$ cat config.mk
export PLATFORM = sky130hd
export DESIGN_NAME = func_seq
export DESIGN_NICKNAME = d
export VERILOG_FILES = /design/src/rtl/func_pkg.sv /design/src/rtl/func_seq_wdog.sv /design/src/rtl/func_seq.sv
export SDC_FILE = /design/constraint.sdc
export NUM_CORES = 1
export LEC_CHECK = 0
export ABC_AREA = 0
export ABC_CLOCK_PERIOD_IN_PS = 1560
export BUFFER_PORTS_ARGS = -buffer_cell sky130_fd_sc_hd__buf_2
export CAP_MARGIN = 20
export CORE_MARGIN = 1.5
export CORE_UTILIZATION = 44
export CTS_BUF_LIST = sky130_fd_sc_hd__clkbuf_2 sky130_fd_sc_hd__clkbuf_4 sky130_fd_sc_hd__clkbuf_8
export DETAILED_ROUTE_END_ITERATION = 10
export PLACE_DENSITY = 0.78
export SLEW_MARGIN = 10
export SYNTH_ARGS = -nofsm -noshare
export SYNTH_HDL_FRONTEND = slang
export SYNTH_HIERARCHICAL = 1
export SYNTH_SLANG_ARGS = --single-unit
export TNS_END_PERCENT = 30
$ cat constraint.sdc
create_clock -name clk_i -period 1.56 [get_ports clk_i]
set_input_delay 0.312 -clock clk_i [delete_from_list [all_inputs] [get_ports clk_i]]
set_output_delay 0.312 -clock clk_i [all_outputs]
set_load 0.05 [all_outputs]
$ cat src/rtl/func_pkg.sv
// func_pkg: shared width and sequencer state encoding for the func core, its
// sequencer and the bench.
package func_pkg;

  localparam int FUNC_DW = 8;
  localparam int WDOG_W  = 16;

  typedef enum logic [2:0] {
    S_IDLE,
    S_START,
    S_WAIT_BUSY,
    S_WAIT_DONE,
    S_RESP
  } state_t;

  // The two states in which the sequencer waits on the core's busy line.
  function automatic logic is_wait_state(input state_t s);
    return (s == S_WAIT_BUSY) || (s == S_WAIT_DONE);
  endfunction

endpackage

$ cat src/rtl/func_seq_wdog.sv
// func_seq_wdog: per-phase cycle counter for the sequencer's busy watchdog.
// Only instantiated when FUNC_SEQ_TIMEOUT_EN is defined.
module func_seq_wdog
  import func_pkg::*;
#(
  parameter int unsigned TIMEOUT_CYCLES = 1024
) (
  input  logic clk_i,
  input  logic rst_i,
  input  logic clear,
  input  logic enable,
  output logic expired
);

  localparam logic [WDOG_W-1:0] LIMIT = WDOG_W'(TIMEOUT_CYCLES - 1);

  logic [WDOG_W-1:0] cnt_q;

  // Counter value k during the (k+1)-th cycle of a phase, so expiry fires in
  // the TIMEOUT_CYCLES-th cycle and the transition lands on its closing edge.
  assign expired = enable && (cnt_q == LIMIT);

  always_ff @(posedge clk_i or posedge rst_i) begin
    if (rst_i) begin
      cnt_q <= '0;
    end else if (clear) begin
      cnt_q <= '0;
    end else if (enable && !expired) begin
      cnt_q <= cnt_q + 1'b1;
    end
  end

endmodule

$ cat src/rtl/func_seq.sv
// func_seq: start/busy handshake initiator for one func core, valid/ready on
// both sides. Optional per-phase watchdog: define FUNC_SEQ_TIMEOUT_EN.
module func_seq
  import func_pkg::*;
#(
  parameter int          DW             = FUNC_DW,
  parameter int unsigned TIMEOUT_CYCLES = 1024
) (
  input  logic          clk_i,
  input  logic          rst_i,
  input  logic          req_valid_i,
  output logic          req_ready_o,
  input  logic [DW-1:0] req_a_i,
  input  logic [DW-1:0] req_b_i,
  output logic [DW-1:0] func_a_o,
  output logic [DW-1:0] func_b_o,
  output logic          func_start_o,
  input  logic          func_busy_i,
  input  logic [DW-1:0] func_y_bi,
  output logic          rsp_valid_o,
  input  logic          rsp_ready_i,
  output logic [DW-1:0] rsp_y_o,
  output logic [DW-1:0] rsp_a_o,
  output logic [DW-1:0] rsp_b_o,
  output logic          rsp_err_o,
  output logic          busy_o
);

  if ((TIMEOUT_CYCLES < 2) || (TIMEOUT_CYCLES > 65535)) begin : g_bad_timeout
    $error("func_seq: TIMEOUT_CYCLES must be within 2..65535");
  end

  state_t        state_q, state_d;
  logic [DW-1:0] op_a_q, op_b_q;
  logic [DW-1:0] rsp_y_q, rsp_a_q, rsp_b_q;
  logic          wdog_expired;
  logic          result_ok;
  logic          capture;

`ifdef FUNC_SEQ_TIMEOUT_EN
  logic wdog_clear;
  logic rsp_err_q;

  // Any state change restarts the count, so each wait phase gets its own budget.
  assign wdog_clear = (state_d != state_q);

  func_seq_wdog #(
    .TIMEOUT_CYCLES(TIMEOUT_CYCLES)
  ) u_wdog (
    .clk_i  (clk_i),
    .rst_i  (rst_i),
    .clear  (wdog_clear),
    .enable (is_wait_state(state_q)),
    .expired(wdog_expired)
  );

  always_ff @(posedge clk_i or posedge rst_i) begin
    if (rst_i) begin
      rsp_err_q <= 1'b0;
    end else if (capture) begin
      rsp_err_q <= !result_ok;
    end
  end

  assign rsp_err_o = rsp_err_q;
`else
  assign wdog_expired = 1'b0;
  assign rsp_err_o    = 1'b0;
`endif

  always_ff @(posedge clk_i or posedge rst_i) begin
    if (rst_i) begin
      state_q <= S_IDLE;
    end else begin
      // NOTE: non-blocking assignments in clocked blocks, so every register
      // samples pre-edge values regardless of statement order.
      state_q <= state_d;
    end
  end

  always_comb begin
    // NOTE: default first, so every path assigns state_d and no latch is inferred.
    state_d = state_q;
    case (state_q)
      S_IDLE:      if (req_valid_i) state_d = S_START;
      S_START:     state_d = S_WAIT_BUSY;
      S_WAIT_BUSY: begin
        if (func_busy_i)       state_d = S_WAIT_DONE;
        else if (wdog_expired) state_d = S_RESP;
      end
      S_WAIT_DONE: if (!func_busy_i || wdog_expired) state_d = S_RESP;
      S_RESP:      if (rsp_ready_i) state_d = S_IDLE;
      default:     state_d = S_IDLE;
    endcase
  end

  // A genuine busy fall wins over a watchdog expiry in the same cycle.
  assign result_ok = (state_q == S_WAIT_DONE) && !func_busy_i;
  assign capture   = is_wait_state(state_q) && (state_d == S_RESP);

  always_ff @(posedge clk_i or posedge rst_i) begin
    if (rst_i) begin
      // NOTE: data registers are reset as well; their reset values are
      // visible on the ports and are part of the block's reset state.
      op_a_q  <= '0;
      op_b_q  <= '0;
      rsp_y_q <= '0;
      rsp_a_q <= '0;
      rsp_b_q <= '0;
    end else begin
      if (req_ready_o && req_valid_i) begin
        op_a_q <= req_a_i;
        op_b_q <= req_b_i;
      end
      if (capture) begin
        rsp_a_q <= op_a_q;
        rsp_b_q <= op_b_q;
        rsp_y_q <= result_ok ? func_y_bi : '0;
      end
    end
  end

  assign req_ready_o  = (state_q == S_IDLE);
  assign func_start_o = (state_q == S_START);
  assign rsp_valid_o  = (state_q == S_RESP);
  assign busy_o       = (state_q != S_IDLE);
  assign func_a_o     = op_a_q;
  assign func_b_o     = op_b_q;
  assign rsp_y_o      = rsp_y_q;
  assign rsp_a_o      = rsp_a_q;
  assign rsp_b_o      = rsp_b_q;

endmodule

; ---- Word level (Yosys, flattened, before mapping)
; Cells that the tools add are included.
[op_classes]
n_eq_ne = 5
n_reduce_logical = 7
n_mux = 6
[op_table]
columns = operator, count
row1 = 3-bit case mux with 5 select lines, 1
row2 = 3-bit 2-to-1 mux, 4
row3 = 8-bit 2-to-1 mux, 1
row4 = "3-bit by 2-bit == test with 1-bit output, second input constant", 2
row5 = "3-bit == test, second input constant", 2
row6 = "3-bit by 1-bit == test with 1-bit output, second input constant", 1
row7 = 1-bit logical AND, 3
row8 = 3-bit logical NOT, 1
row9 = 3-bit nonzero test, 1
row10 = 1-bit logical NOT, 1
row11 = 1-bit logical OR, 1
[word_totals]
register_bits = 43
output_inout_bits = 45
input_bits = 29
wordCells = 24

; ---- Logic depth before layout (Yosys ltp)
[depth]
word_depth = 4
depth_mapped = 5
depth_no_buf = 2

; ---- Least setup slack after synthesis
; No wires, ideal clock.
[synth_path]
path_kind = register to output
start = register state_q[1]
end = output rsp_valid_o
t_arrival_ns = 1.700
slack_ns = -0.452
n_path_buf = 1
required_ns = 1.248
stages_incl_launch_ff = 3
cell_sequence = dfrtp_1 > buf_6 > nor3b_1
[synth_between]
elab_chain_len = 1
[synth_lines]
columns = item, line
row1 = start: declaration, func_seq.sv:33  ; state_t state_q, state_d;
row2 = start signal: assignment, func_seq.sv:77  ; state_q <= state_d;
row3 = 3-bit == test, func_seq.sv:125  ; assign rsp_valid_o = (state_q == S_RESP);
row4 = end: declaration, func_seq.sv:20  ; output logic rsp_valid_o,
; No other way between the ends.

; ---- Worst setup path in the final report
[layout_path]
start = register state_q[2]
end = output req_ready_o
[layout_between]
elab_chain_len = 1
[layout_lines]
columns = item, line
row1 = 3-bit logical NOT, func_seq.sv:123  ; assign req_ready_o = (state_q == S_IDLE);
row2 = end: declaration, func_seq.sv:12  ; output logic req_ready_o,
; No other way between the ends.

==> summary.txt <==
status: finished with violations
failing checks: setup timing
Port Buf Inserts: 72
critical path class: reg -> out
top cells by area, synth: dfrtp_1 62%, mux2_2 19%, mux2_4 8.6%
final net count: 218
post-synthesis cell area: 0.00174 mm^2
adder-cell share of the synthesized area: 0
met1 Use GR: 0.191
Arr. time, crit path: 1.32 ns
initial antenna violation count: 0
FF+latch area: 0.00108 mm^2
mux cell area share after synthesis: 0.280
global-route wire length before repair: 5470 um
Synth async-reset ratio: 1.00
hold crit path type: in -> async
placed cells: 223
worst skew pair latency: 0.29 ns
Root Driver: clkbuf_8
Area Growth Syn to Fin: 40.0%
Seq/Total Area, Yosys: 0.617
CP cell instances: or3_4 -> clkinvlp_4 -> buf_8
fill count: 299
vias in the first global route: 1,171
largest net degree at the start of global routing: 44
CTS tree: done
area of the multi-input gates: 637 um^2
Slowest Stage Delay on Critical Path: 0.41 ns
Routed Antenna Nets: 0
Worst Path Max Fanout: 2
fin crit share: 1.04
Antenna diodes: 0
GRT Overall Usage: 0.171
slowest CP cell: dfrtp_2
FMAX: 0.614 GHz
Non-Filler Instances: 238
busiest grt layer: met2
Final setup viols: 12
syn_nets: 134
H-tree depth: 2
Worst Skew: 0.00559 ns
Yosys top cell area share: 0.617
TritonCTS Buffers: 5
Synth Register Bits: 43
Routability Congestion: 0.724
total grt overflow: 0
min cycle time layout: 1.63 ns
layout cells sized above 1: 0.742
final hold violation count: 0
Clock Path Buffers: 2
Top FF cell, synth: dfrtp_1
vias: 1,151
Starting Density: 0.466
Iter 0 DRT Violations: 31
complex-gate fraction of the synthesized area: 0.00718
Cell Rows: 22
core area: 0.00374 mm^2
post-layout util: 0.652
Post-synth EDFFs: 0
WL final: 3570 um
Yosys cell types: 20
post-synthesis xor/xnor area fraction: 0
placed instance area: 0.00219 mm^2
chip width: 65.9 um
RSZ-0062 raised after global routing: yes
number of remaining DRC errors: 0
post-synthesis average cell area: 16.6 um^2
DIE AREA: 0.00435 mm^2
wire length per cell: 15.0 um
Warnings, synthesis: 6
largest family of logic cells by synthesized area: multiplexers
post-DP HPWL: 2430 um
GR met2 Demand/Resource: 0.307
Slew Limit Fails: 0
CP endpoint kind: output port
I/O pin total: 74
clk sink count: 43
critical path required time: 1.25 ns
die span in y: 65.9 um
critical path startpoint category: flip-flop
Syn Inst Count: 105
Worst path top cell family by delay: flip-flops
post-route cell area: 0.00244 mm^2
Final WS setup: -0.0683 ns
DRT Pass-1 Iters: 2
met3 Usage GRT: 0.0647
simple-gate portion of the synthesized area: 0.0517
worst path bufs/invs: 2
Max-Cap Viols: 0
Reg clk slew, reported paths: 0.07 ns
Setup TNS: -0.212 ns
leading area contributor after synthesis: dfrtp_1
vias per cell: 4.84
## final timing paths
path	from	endpoint	slack (ns)	depth (start not counted)
worst max-delay path	state_q[2]$_DFF_PP0_	req_ready_o	-0.07	3
worst min-delay path	rst_i	rsp_a_o[6]$_DFFE_PP0P_	0.04	3
worst max register to register	state_q[1]$_DFF_PP0_	func_a_o[6]$_DFFE_PP0P_	-0.02	5
worst min register to register	rsp_a_o[6]$_DFFE_PP0P_	rsp_a_o[6]$_DFFE_PP0P_	0.50	1
max in group asynchronous	rst_i	state_q[0]$_DFF_PP0_	1.31	3
min in group clk_i	req_b_i[2]	func_b_o[2]$_DFFE_PP0P_	0.24	2
## metrics by stage
stage	hold WS [ns]	setup slack [ns]
final	0.0401	-0.0683
after global routing	0.0632	-0.109
after CTS	0.0394	-0.0800
after detailed placement	0.366	0.0562
after global placement	0.360	0.0826
after floorplan	0.450	-0.00724
## placed cells by master (no fill, tap or decap), types with 3 or more instances in the layout
cell type,count
buf_12,3
buf_2,68
buf_4,6
buf_6,4
clkbuf_8,6
dfrtp_1,40
dfrtp_2,3
mux2_2,24
mux2_4,16
## worst min-delay path, cell delays in order
cell and delay, ns:
buf_2 0.10, clkinv_1 0.06, buf_12 0.23
## cell families after synthesis
| logic type | count (synthesis) |
|---|---|
| AND/OR/NAND/NOR | 10 |
| buffers and inverters | 9 |
| multiplexers | 40 |
| other | 1 |
| AO/OA/AOI/OAI | 2 |
| flip-flops | 43 |
## final cells by class
type / count / area share
clock buffers: 6 / 0.0338
clock inverters: 2 / 0.0144
inverters: 3 / 0.00615
multi-input cells: 53 / 0.261
flip-flops and latches: 43 / 0.443
well taps: 48 / 0.0246
repair buffers: 83 / 0.217
## registers in the layout (all words and copies together) (netlist names)
register  cells
func_b_o      8
func_a_o      8
rsp_b_o       8
rsp_a_o       8
state_q       3
rsp_y_o       8
## synth_stat cells, drive strengths merged, types with 2 or more instances
| cell | count |
|---|---|
| inv | 3 |
| buf | 6 |
| dfrtp | 43 |
| mux2 | 40 |
| nor3b | 2 |
## repair_timing
item	CTS	global route
gates resized for setup	12	8
cloned	0	1
endpoints found under the setup margin	4	37
hold buffers	0	0
pin swaps	1	2
buffers inserted	4	2
## layer usage
metal	share of wire	vias up
met5	0	-
met4	0.0098	0
met3	0.068	4
met2	0.52	46
met1	0.40	569
li1	-	532
Power is left out: the tool's default activity adds up to more than one toggle a clock period on the data nets, which glitch-free logic cannot reach.
